<file path="config.mk">
export PLATFORM = sky130hd
export DESIGN_NAME = seg_scan_driver
export DESIGN_NICKNAME = d
export VERILOG_FILES = /design/src/rtl/seg_scan_driver.sv
export SDC_FILE = /design/constraint.sdc
export NUM_CORES = 1
export LEC_CHECK = 0
export ABC_AREA = 1
export BUFFER_PORTS_ARGS = -buffer_cell sky130_fd_sc_hd__buf_2
export CORE_MARGIN = 1.5
export CORE_UTILIZATION = 53
export DETAILED_ROUTE_END_ITERATION = 16
export MAX_ROUTING_LAYER = met4
export PLACE_DENSITY = 0.78
export REMOVE_ABC_BUFFERS = 1
export SLEW_MARGIN = 0
export SYNTH_ARGS = -nofsm -noshare
export SYNTH_HDL_FRONTEND = slang
export SYNTH_SLANG_ARGS = --single-unit
</file>
<file path="constraint.sdc">
create_clock -name clk -period 1.6 [get_ports clk]
set_input_delay 0.08 -clock clk [delete_from_list [all_inputs] [get_ports clk]]
set_output_delay 0.08 -clock clk [all_outputs]
set_load 0.1 [all_outputs]
</file>
<file path="src/rtl/seg_scan_driver.sv">
// seg_scan_driver: scans four 4-bit digits onto a shared 7-segment bus of a
// 4-digit common-anode display. A new digit set is committed only at a frame
// boundary so a frame never mixes old and new digits. Each digit slot begins
// with BLANK_CYC cycles of all-anodes-off to suppress ghosting.
// Optional build macro: LEADING_ZERO_BLANK_EN. When it is defined, leading
// zero digits 3..1 are shown blank. Their anode slots still run.
module seg_scan_driver #(
  parameter int CLK_DIV        = 50000,
  parameter int BLANK_CYC      = 16,
  parameter int SEG_ACTIVE_LOW = 1
) (
  input  logic       clk,
  input  logic       rst_n,
  input  logic       load,
  input  logic [3:0] w3,
  input  logic [3:0] w2,
  input  logic [3:0] w1,
  input  logic [3:0] w0,
  output logic [3:0] an,
  output logic [6:0] seg,
  output logic       ack,
  output logic       frame_tick
);

  localparam int               CNT_W    = (CLK_DIV > 1) ? $clog2(CLK_DIV) : 1;
  localparam logic [CNT_W-1:0] CNT_LAST = CNT_W'(CLK_DIV - 1);
  localparam logic [6:0]       SEG_OFF  = (SEG_ACTIVE_LOW != 0) ? 7'h7F : 7'h00;

  logic [CNT_W-1:0] r_cnt;
  logic [1:0]       r_idx;
  logic [3:0][3:0]  r_disp;
  logic [3:0][3:0]  r_shadow;
  logic             r_pending;
  logic             r_ack;
  logic             r_frame_tick;
  logic [3:0]       r_an;
  logic [6:0]       r_seg;

  logic [3:0][3:0]  w_in;
  logic             w_end_slot;
  logic             w_end_frame;
  logic             w_blank;
  logic [3:0]       w_digit;
  logic [6:0]       w_seg_on;
  logic [3:0]       w_an_next;
  logic [6:0]       w_seg_next;

  // Active-high segment pattern {g,f,e,d,c,b,a} for one hex digit.
  function automatic logic [6:0] hex_to_seg(input logic [3:0] v);
    logic [6:0] s;
    s = 7'h00;
    case (v)
      4'h0: s = 7'h3F;
      4'h1: s = 7'h06;
      4'h2: s = 7'h5B;
      4'h3: s = 7'h4F;
      4'h4: s = 7'h66;
      4'h5: s = 7'h6D;
      4'h6: s = 7'h7D;
      4'h7: s = 7'h07;
      4'h8: s = 7'h7F;
      4'h9: s = 7'h6F;
      4'hA: s = 7'h77;
      4'hB: s = 7'h7C;
      4'hC: s = 7'h39;
      4'hD: s = 7'h5E;
      4'hE: s = 7'h79;
      4'hF: s = 7'h71;
      default: s = 7'h00;
    endcase
    return s;
  endfunction

  assign w_in        = {w3, w2, w1, w0};
  assign w_end_slot  = (r_cnt == CNT_LAST);
  assign w_end_frame = w_end_slot && (r_idx == 2'd3);
  assign w_blank     = (32'(r_cnt) < 32'(BLANK_CYC));

`ifdef LEADING_ZERO_BLANK_EN
  // w_lz[i] is set when digit i and every digit above it are zero.
  // Digit 0 is never suppressed.
  logic [3:0] w_lz;
  assign w_lz[0] = 1'b0;
  for (genvar gi = 1; gi < 4; gi++) begin : g_lz
    assign w_lz[gi] = (r_disp[3:gi] == '0);
  end
`endif

  // Next an/seg values for the current slot position.
  always_comb begin
    w_digit  = r_disp[r_idx];
    w_seg_on = hex_to_seg(w_digit);
`ifdef LEADING_ZERO_BLANK_EN
    if (w_lz[r_idx]) w_seg_on = 7'h00;
`endif
    w_an_next  = 4'hF;
    w_seg_next = SEG_OFF;
    if (!w_blank) begin
      w_an_next  = ~(4'b0001 << r_idx);
      w_seg_next = (SEG_ACTIVE_LOW != 0) ? ~w_seg_on : w_seg_on;
    end
  end

  // Slot prescaler. The digit index advances when the prescaler wraps.
  always_ff @(posedge clk or negedge rst_n) begin
    if (!rst_n) begin
      r_cnt <= '0;
      r_idx <= 2'd0;
    end else if (w_end_slot) begin
      r_cnt <= '0;
      r_idx <= r_idx + 2'd1;
    end else begin
      r_cnt <= r_cnt + CNT_W'(1);
    end
  end

  // Shadow capture and frame-boundary commit.
  // A load on the frame boundary bypasses the shadow register.
  always_ff @(posedge clk or negedge rst_n) begin
    if (!rst_n) begin
      r_disp       <= '0;
      r_shadow     <= '0;
      r_pending    <= 1'b0;
      r_ack        <= 1'b0;
      r_frame_tick <= 1'b0;
    end else begin
      r_frame_tick <= w_end_frame;
      if (w_end_frame && load) begin
        r_disp    <= w_in;
        r_pending <= 1'b0;
        r_ack     <= 1'b1;
      end else if (w_end_frame && r_pending) begin
        r_disp    <= r_shadow;
        r_pending <= 1'b0;
        r_ack     <= 1'b1;
      end else begin
        r_ack <= 1'b0;
        if (load) begin
          r_shadow  <= w_in;
          r_pending <= 1'b1;
        end
      end
    end
  end

  // Registered display pins.
  always_ff @(posedge clk or negedge rst_n) begin
    if (!rst_n) begin
      r_an  <= 4'hF;
      r_seg <= SEG_OFF;
    end else begin
      r_an  <= w_an_next;
      r_seg <= w_seg_next;
    end
  end

  assign an         = r_an;
  assign seg        = r_seg;
  assign ack        = r_ack;
  assign frame_tick = r_frame_tick;

endmodule

</file>
==> results of run 1 <==
-- final timing paths --
path / end / cells past startpoint
setup reg to reg: seg[4] / 9
max in group asynchronous: seg[0] / 3
hold reg to reg: r_shadow[0] / 2
min in group asynchronous: r_cnt[10] / 3
hold / removal: r_shadow[9] / 3
setup / recovery: seg[4] / 9
-- metal layers --
layer	track usage	wire length (µm)	vias up
met1	0.306	3310	1393
met4	0.100	104	0
met2	0.416	3730	75
met5	-	0	-
li1	-	-	1497
met3	0.0344	258	13
-- power groups by stage --
stage	clock, mW	sequential [mW]	combinational [mW]
2_1_floorplan	0	1.70	0.0783
3_3_place_gp	0	1.70	0.165
3_5_place_dp	0	1.70	0.168
4_1_cts	1.37	1.67	0.193
5_1_grt	1.43	1.68	0.226
6_report	1.34	1.67	0.195
-- synthesized netlist by cell type (all sizes together) (4+ instances only) --
library cell    n  share of area
nor2           66          0.078
o21ai           4         0.0060
a21oi           4         0.0060
xor2            8          0.021
inv            46          0.052
dfrtp          53           0.40
dfstp          11          0.087
ha             11          0.042
buf             8          0.014
nand3          43          0.065
nand2         162           0.19
nand4           5          0.013
-- stage by stage --
stage,setup WS [ns],setup TNS (ns),cells
2_1_floorplan,-0.162,-2.63,423
3_3_place_gp,-0.0484,-0.594,556
3_5_place_dp,-0.142,-2.36,556
4_1_cts,0.00876,0,585
5_1_grt,-0.0472,-0.259,594
6_report,0.0503,0,594
-- repair_timing --
action / 4_1_cts / 5_1_grt
gates resized for setup: 6 / 36
pin swaps: 1 / 6
hold endpoints to repair: 65 / 0
setup buffers: 1 / 9
hold buffers: 13 / 0
endpoints found under the setup margin: 37 / 39
-- cell type report --
cell class	count	area [µm²]
clock buffers	12	145
fillers	459	1740
multi-input cells	311	1580
repair buffers	81	591
well taps	75	93.8
clock inverters	3	42.5
flip-flops and latches	64	1620
inverters	48	188
-- cells by family after synthesis --
| logic type | after synthesis |
|---|---|
| adder cells (fa/ha/maj) | 11 |
| flip-flops | 64 |
| buffers and inverters | 58 |
| AND/OR/NAND/NOR | 280 |
| XOR/XNOR | 9 |
| AO/OA/AOI/OAI | 11 |
-- sequential cells by signal, indices dropped and copies added (netlist names) --
signal,flops
ack,1
an,4
frame_tick,1
r_cnt,16
r_disp,16
r_idx,2
r_pending,1
r_shadow,16
seg,7
-- critical path, delay by kind of cell, from the launching register on --
kind / cells / cell delay (ns)
buffers and inverters: 3 / 0.43
DFF: 1 / 0.47
and+or+nand+nor: 6 / 0.60
==> summary.md, run 1 <==
| Metric | Value |
|---|---|
| Outcome | `finished, final reports clean` |
| Syn Std Cell Area | `3310 µm²` |
| Commonest non-fill, non-tap cell in the layout | `nand2_1` |
| Worst vdd ir | `678 µV` |
| Sw Ratio | `0.224` |
| Slowest stage delay, CP | `0.47 ns` |
| Worst-Skew Late Latency | `0.34 ns` |
| Worst path arrival time | `1.82 ns` |
| Max clock buf depth | `2` |
| FP Rows | `28` |
| Clock sink total | `64` |
| Initial DRC Count | `152` |
| EDFF count, synth | `0` |
| Post-synthesis mux area share | `0` |
| Hold Vio Cnt, Final | `0` |
| Commonest cells after routing, fill and taps aside | `152 x nand2_1, 58 x nor2_1, 51 x dfrtp_1` |
| Critical-path maximum fanout | `9` |
| Int Power | `2.49 mW` |
| Clk pwr share | `0.417` |
| Antenna violations before repair | `0` |
| N_diodes | `0` |
| WS Path Type | `flip-flop to flip-flop` |
| CTS tree | `done` |
| Ys Warns | `0` |
| Final Wtd Congestion | `0.897` |
| R2R Setup Slk | `0.05 ns` |
| Post-route ant nets | `0` |
| Worst Setup Start Kind | `flip-flop` |
| Actual slew at the worst max-slew pin | `0.501 ns` |
| Placeable Area | `5990 µm²` |
| Worst hold path class | `input pin to flip-flop` |
| Root buffer cell | `clkbuf_8` |
| Largest net degree at the start of global routing | `39` |
| Drt pass-1 iters | `4` |
| RR Startpoint | `r_idx[0]` |
| Fin crit period | `1.55 ns` |
| CP Launch Point | `r_idx[0]` |
| Max cap viols | `0` |
| Async set or reset register ratio after synthesis | `1.00` |
| Rel. slew slack | `0.666` |
| Prevailing post-synth register cell | `dfrtp_1` |
| GRT overflow | `0` |
| Synth Area in Compound Gates | `0.0196` |
| Net count, final | `545` |
| Area growth syn-to-layout | `28.4%` |
| RSZ-0062 raised after global routing | `yes` |
| # setup viols final | `0` |
| Critical path required time | `1.87 ns` |
| GR Util All Layers | `0.250` |
| CP Capture Type | `flip-flop` |
| Cell area after layout | `4250 µm²` |
| Largest family of logic cells by synthesized area | `simple AND/OR/NAND/NOR gates` |
| Clock skew | `0.0150 ns` |
| WHS | `0.0174 ns` |
| Residual DRC | `0` |
| TritonCTS Buffers | `9` |
| WL/cell | `12.5 µm` |
| Initial Util | `0.553` |
| Simple-gate portion of the synthesized area | `0.355` |
| Detailed placement HPWL | `5.07 mm` |
| Cell area power density | `754 nW/µm²` |
| Vias in the first global route | `2807` |
| Average footprint of a synthesized cell | `7.65 µm²` |
| Switching power | `718 µW` |
| CP max-delay cell | `dfrtp_2` |
| Final WL | `7.40 mm` |
| Part of the power in combinational logic | `0.061` |
| Total number of vias | `2978` |
| Worst-path cell chain | `buf_4 -> buf_4 -> nor2_1 -> nor2_1 -> nand2_1 -> nand2_2 -> inv_2 -> nand3_1 -> nand3_1` |
| Xor and xnor area share after synthesis | `0.0238` |
| Seq pwr share | `0.522` |
| Final worst-path cycle share | `0.969` |
| Adder-cell share of the synthesized area | `0.0416` |
| Leakage power | `2.39 nW` |
| Drt via density | `5.01` |
| DIE AREA | `6730 µm²` |
| Die extent in x | `82.1 µm` |
| Share of cells above drive strength 1 | `0.254` |
| Synth Register Bits | `64` |
| Synth unique cells | `29` |
| Util after Layout | `0.710` |
| Mapped Cells | `433` |
| Total power | `3.21 mW` |
| Clock-pin slew on the worst setup and hold paths | `0.07 ns` |
| DP Area | `3710 µm²` |
| Global-route wire length before repair | `12.4 mm` |
| Max-slew violation count | `0` |
| IO Port Bufs | `31` |
| H-tree levels | `3` |
| Max Freq | `0.645 GHz` |
| Die height | `82.1 µm` |
| Worst hold path startpoint | `w2[1]` |
| Post-synthesis sequential area ratio | `0.488` |
| I/O pin count | `32` |
Note: power is estimated with default switching activity, not from simulation.
==> run 2: changes to the inputs <==
- PLACE_DENSITY: 0.78 -> 0.73
==> run 2 against run 1 <==
The flow now finishes with violations (negative setup slack). Hold slack better by 0.0087 ns. Sequential power about the same. Clock-buffer cell count down 2. Total power down 1.5%. Combinational power up 13%. Cell count unchanged. Wire length up 6.4%. Largest cell class is now multi-input combinational cells.
==> summary.md, run 2 (synthesized netlist as in run 1, its figures left out) <==
| Metric | Value |
|---|---|
| Vias in the first global route | `2844 (+1.3%)` |
| Leakage power | `2.38 nW (-0.39%)` |
| Clock skew | `0.0106 ns (-0.00438 ns)` |
| RSZ-0062 raised after global routing | `yes` |
| Max clock buf depth | `2 (unchanged)` |
| WS Path Type | `flip-flop to flip-flop` |
| Seq pwr share | `0.530 (+0.008)` |
| Final worst slack | `-0.00180 ns (-0.0521 ns)` |
| GRT overflow | `0 (unchanged)` |
| Switching power | `808 µW (+13%)` |
| Drt pass-1 iters | `5 (+1)` |
| Worst vdd ir | `547 µV (-19%)` |
| Worst Setup Start Kind | `flip-flop` |
| Fill count | `463 (+0.87%)` |
| Largest net degree at the start of global routing | `65 (+67%)` |
| Die height | `82.1 µm (unchanged)` |
| Placeable Area | `5990 µm² (unchanged)` |
| WHS Path Cells | `3 (unchanged)` |
| Post-route ant nets | `0 (unchanged)` |
| Residual DRC | `0 (unchanged)` |
| Clk pwr share | `0.400 (-0.017)` |
| Pre-CTS setup slack | `-0.151 ns (-0.00934 ns)` |
| RR Startpoint | `r_cnt[0]` |
| WL/cell | `13.3 µm (+6.4%)` |
| CP Capture Type | `flip-flop` |
| Share of cells above drive strength 1 | `0.279 (+0.0250)` |
| GR Util All Layers | `0.251 (+0.00115)` |
| Worst hold path startpoint | `w0[1]` |
| Area growth syn-to-layout | `32.3%` |
| H-tree levels | `3 (unchanged)` |
| Commonest cells after routing, fill and taps aside | `151 x nand2_1, 50 x dfrtp_1, 45 x nor2_1` |
| # setup viols final | `1 (+1)` |
| WHS | `0.0261 ns (+0.00870 ns)` |
| Net count, final | `544 (-0.18%)` |
| Part of the power in combinational logic | `0.070 (+0.009)` |
| Critical-path maximum fanout | `16 (+7)` |
| Detailed placement HPWL | `4.78 mm (-5.7%)` |
| CTS tree | `done` |
| Cell area power density | `721 nW/µm² (-4.4%)` |
| Actual slew at the worst max-slew pin | `0.490 ns (-0.0112 ns)` |
| TritonCTS Buffers | `9 (unchanged)` |
| Failing checks | `negative setup slack` |
| Initial DRC Count | `135 (-11%)` |
| Total number of vias | `2999 (+0.71%)` |
| Initial Util | `0.553 (unchanged)` |
| Final Wtd Congestion | `0.878 (-2.1%)` |
| Commonest non-fill, non-tap cell in the layout | `nand2_1` |
| Rel. slew slack | `0.676 (+0.0101)` |
| Hold Vio Cnt, Final | `0 (unchanged)` |
| R2R Setup Slk | `-0.002 ns (-0.05 ns)` |
| Final WL | `7.88 mm (+6.4%)` |
| Max-slew violation count | `0 (unchanged)` |
| N_diodes | `0 (unchanged)` |
| Max cap viols | `0 (unchanged)` |
| Worst hold path class | `input pin to flip-flop` |
| Clock sink total | `64 (unchanged)` |
| Int Power | `2.35 mW (-5.6%)` |
| Clock-pin slew on the worst setup and hold paths | `0.07 ns (about the same)` |
| DIE AREA | `6730 µm² (unchanged)` |
| I/O pin count | `32 (unchanged)` |
| Worst R2R End | `r_disp[4]` |
| Max Freq | `0.624 GHz (-3.3%)` |
| Root buffer cell | `clkbuf_8` |
| Global-route wire length before repair | `12.4 mm (+0.23%)` |
| Outcome | `complete, but fails checks` |
| Fin Setup TNS | `-0.00180 ns (-0.00180 ns)` |
| Critical path required time | `1.84 ns (-0.03 ns)` |
| Die extent in x | `82.1 µm (unchanged)` |
| Final worst-path cycle share | `1.00 (+0.0326)` |
| FP Rows | `28 (unchanged)` |
| Fin crit period | `1.60 ns (+0.0521 ns)` |
| Worst reg2reg path depth | `7 (-2)` |
| Hold EP | `r_shadow[1]` |
| Sw Ratio | `0.256 (+0.0319)` |
| DP Area | `3750 µm² (+1.0%)` |
| Drt via density | `5.05 (+0.71%)` |
| Cell area after layout | `4380 µm² (+3.0%)` |
| Worst path arrival time | `1.84 ns (+0.02 ns)` |
| Antenna violations before repair | `0 (unchanged)` |
| IO Port Bufs | `31 (unchanged)` |
| Worst-Skew Late Latency | `0.35 ns (about the same)` |
| Top flop regs | `r_cnt: 16 flops, r_disp: 16 flops, r_shadow: 16 flops` |
## run 2: changes by cell type in the layout (fill, tap and decap cells not counted), moves of 2 or more
cell and delta:
clkinv_4 +2, dlygate4sd3_1 +3, buf_12 +2, clkbuf_16 +3
clkinvlp_4 +2, nor2_1 -13, clkbuf_1 -2, buf_4 -8
nor2_4 +5, nor2_2 +8
## run 2: worst max path at each step
stage / start / endpoint / slack, ns / cells past startpoint
3_5_place_dp: r_idx[0] / seg[0] / -0.15 / 10
4_1_cts: r_cnt[0] / r_shadow[1] / 0.02 / 9
6_report: r_cnt[0] / r_disp[4] / -0.002 / 7
3_3_place_gp: r_idx[0] / seg[0] / -0.07 / 10
5_1_grt: r_cnt[0] / r_disp[4] / -0.09 / 7
2_1_floorplan: r_cnt[0] / r_disp[0] / -0.16 / 7
## run 2: area by class of cell
| type | count | area, µm² | share of cell area |
|---|---|---|---|
| clock inverter | 6 | 45.0 | 0.0103 |
| timing repair buffer | 80 | 664 | 0.152 |
| clock buffer | 10 | 138 | 0.0314 |
| sequential | 64 | 1620 | 0.370 |
| tap | 75 | 93.8 | 0.0214 |
| inverter | 48 | 185 | 0.0423 |
| multi-input combinational | 311 | 1640 | 0.373 |
## run 2: through the flow
step	total power [mW]	instances	util
detailed placement	1.88	556	0.626
global route	3.28	594	0.731
global placement	1.87	556	0.626
floorplan	1.78	423	-
finish	3.16	594	0.731
CTS	3.17	589	0.688
## run 2: power groups by stage
stage,Clock (mW),Sequential [mW],Combinational (mW)
finish,1.26,1.68,0.220
global route,1.35,1.68,0.251
CTS,1.29,1.67,0.207
detailed placement,0,1.70,0.176
global placement,0,1.70,0.172
floorplan,0,1.70,0.0783
## run 2: routing by layer
layer,track usage,vias to the layer above,wire length [µm]
met5,-,-,0
met4,0.119,0,242
met3,0.0411,24,250
met2,0.396,69,3810
met1,0.316,1411,3580
li1,-,1495,-
## run 2: critical path, stage by stage, from the launching register on
cell and delay, ns:
dfrtp_1 0.41, ha_4 0.17, nand3_4 0.10, nor2_4 0.23, nand4_4 0.21, clkbuf_16 0.24, nand2_1 0.08, nand2_1 0.06
## run 2: timing repair
item	in CTS	in global routing
setup buffers	1	2
hold buffers	16	0
endpoints found under the setup margin	26	40
resized for setup	5	52
hold endpoints to repair	68	0
pin swaps	1	7
gates cloned	0	3
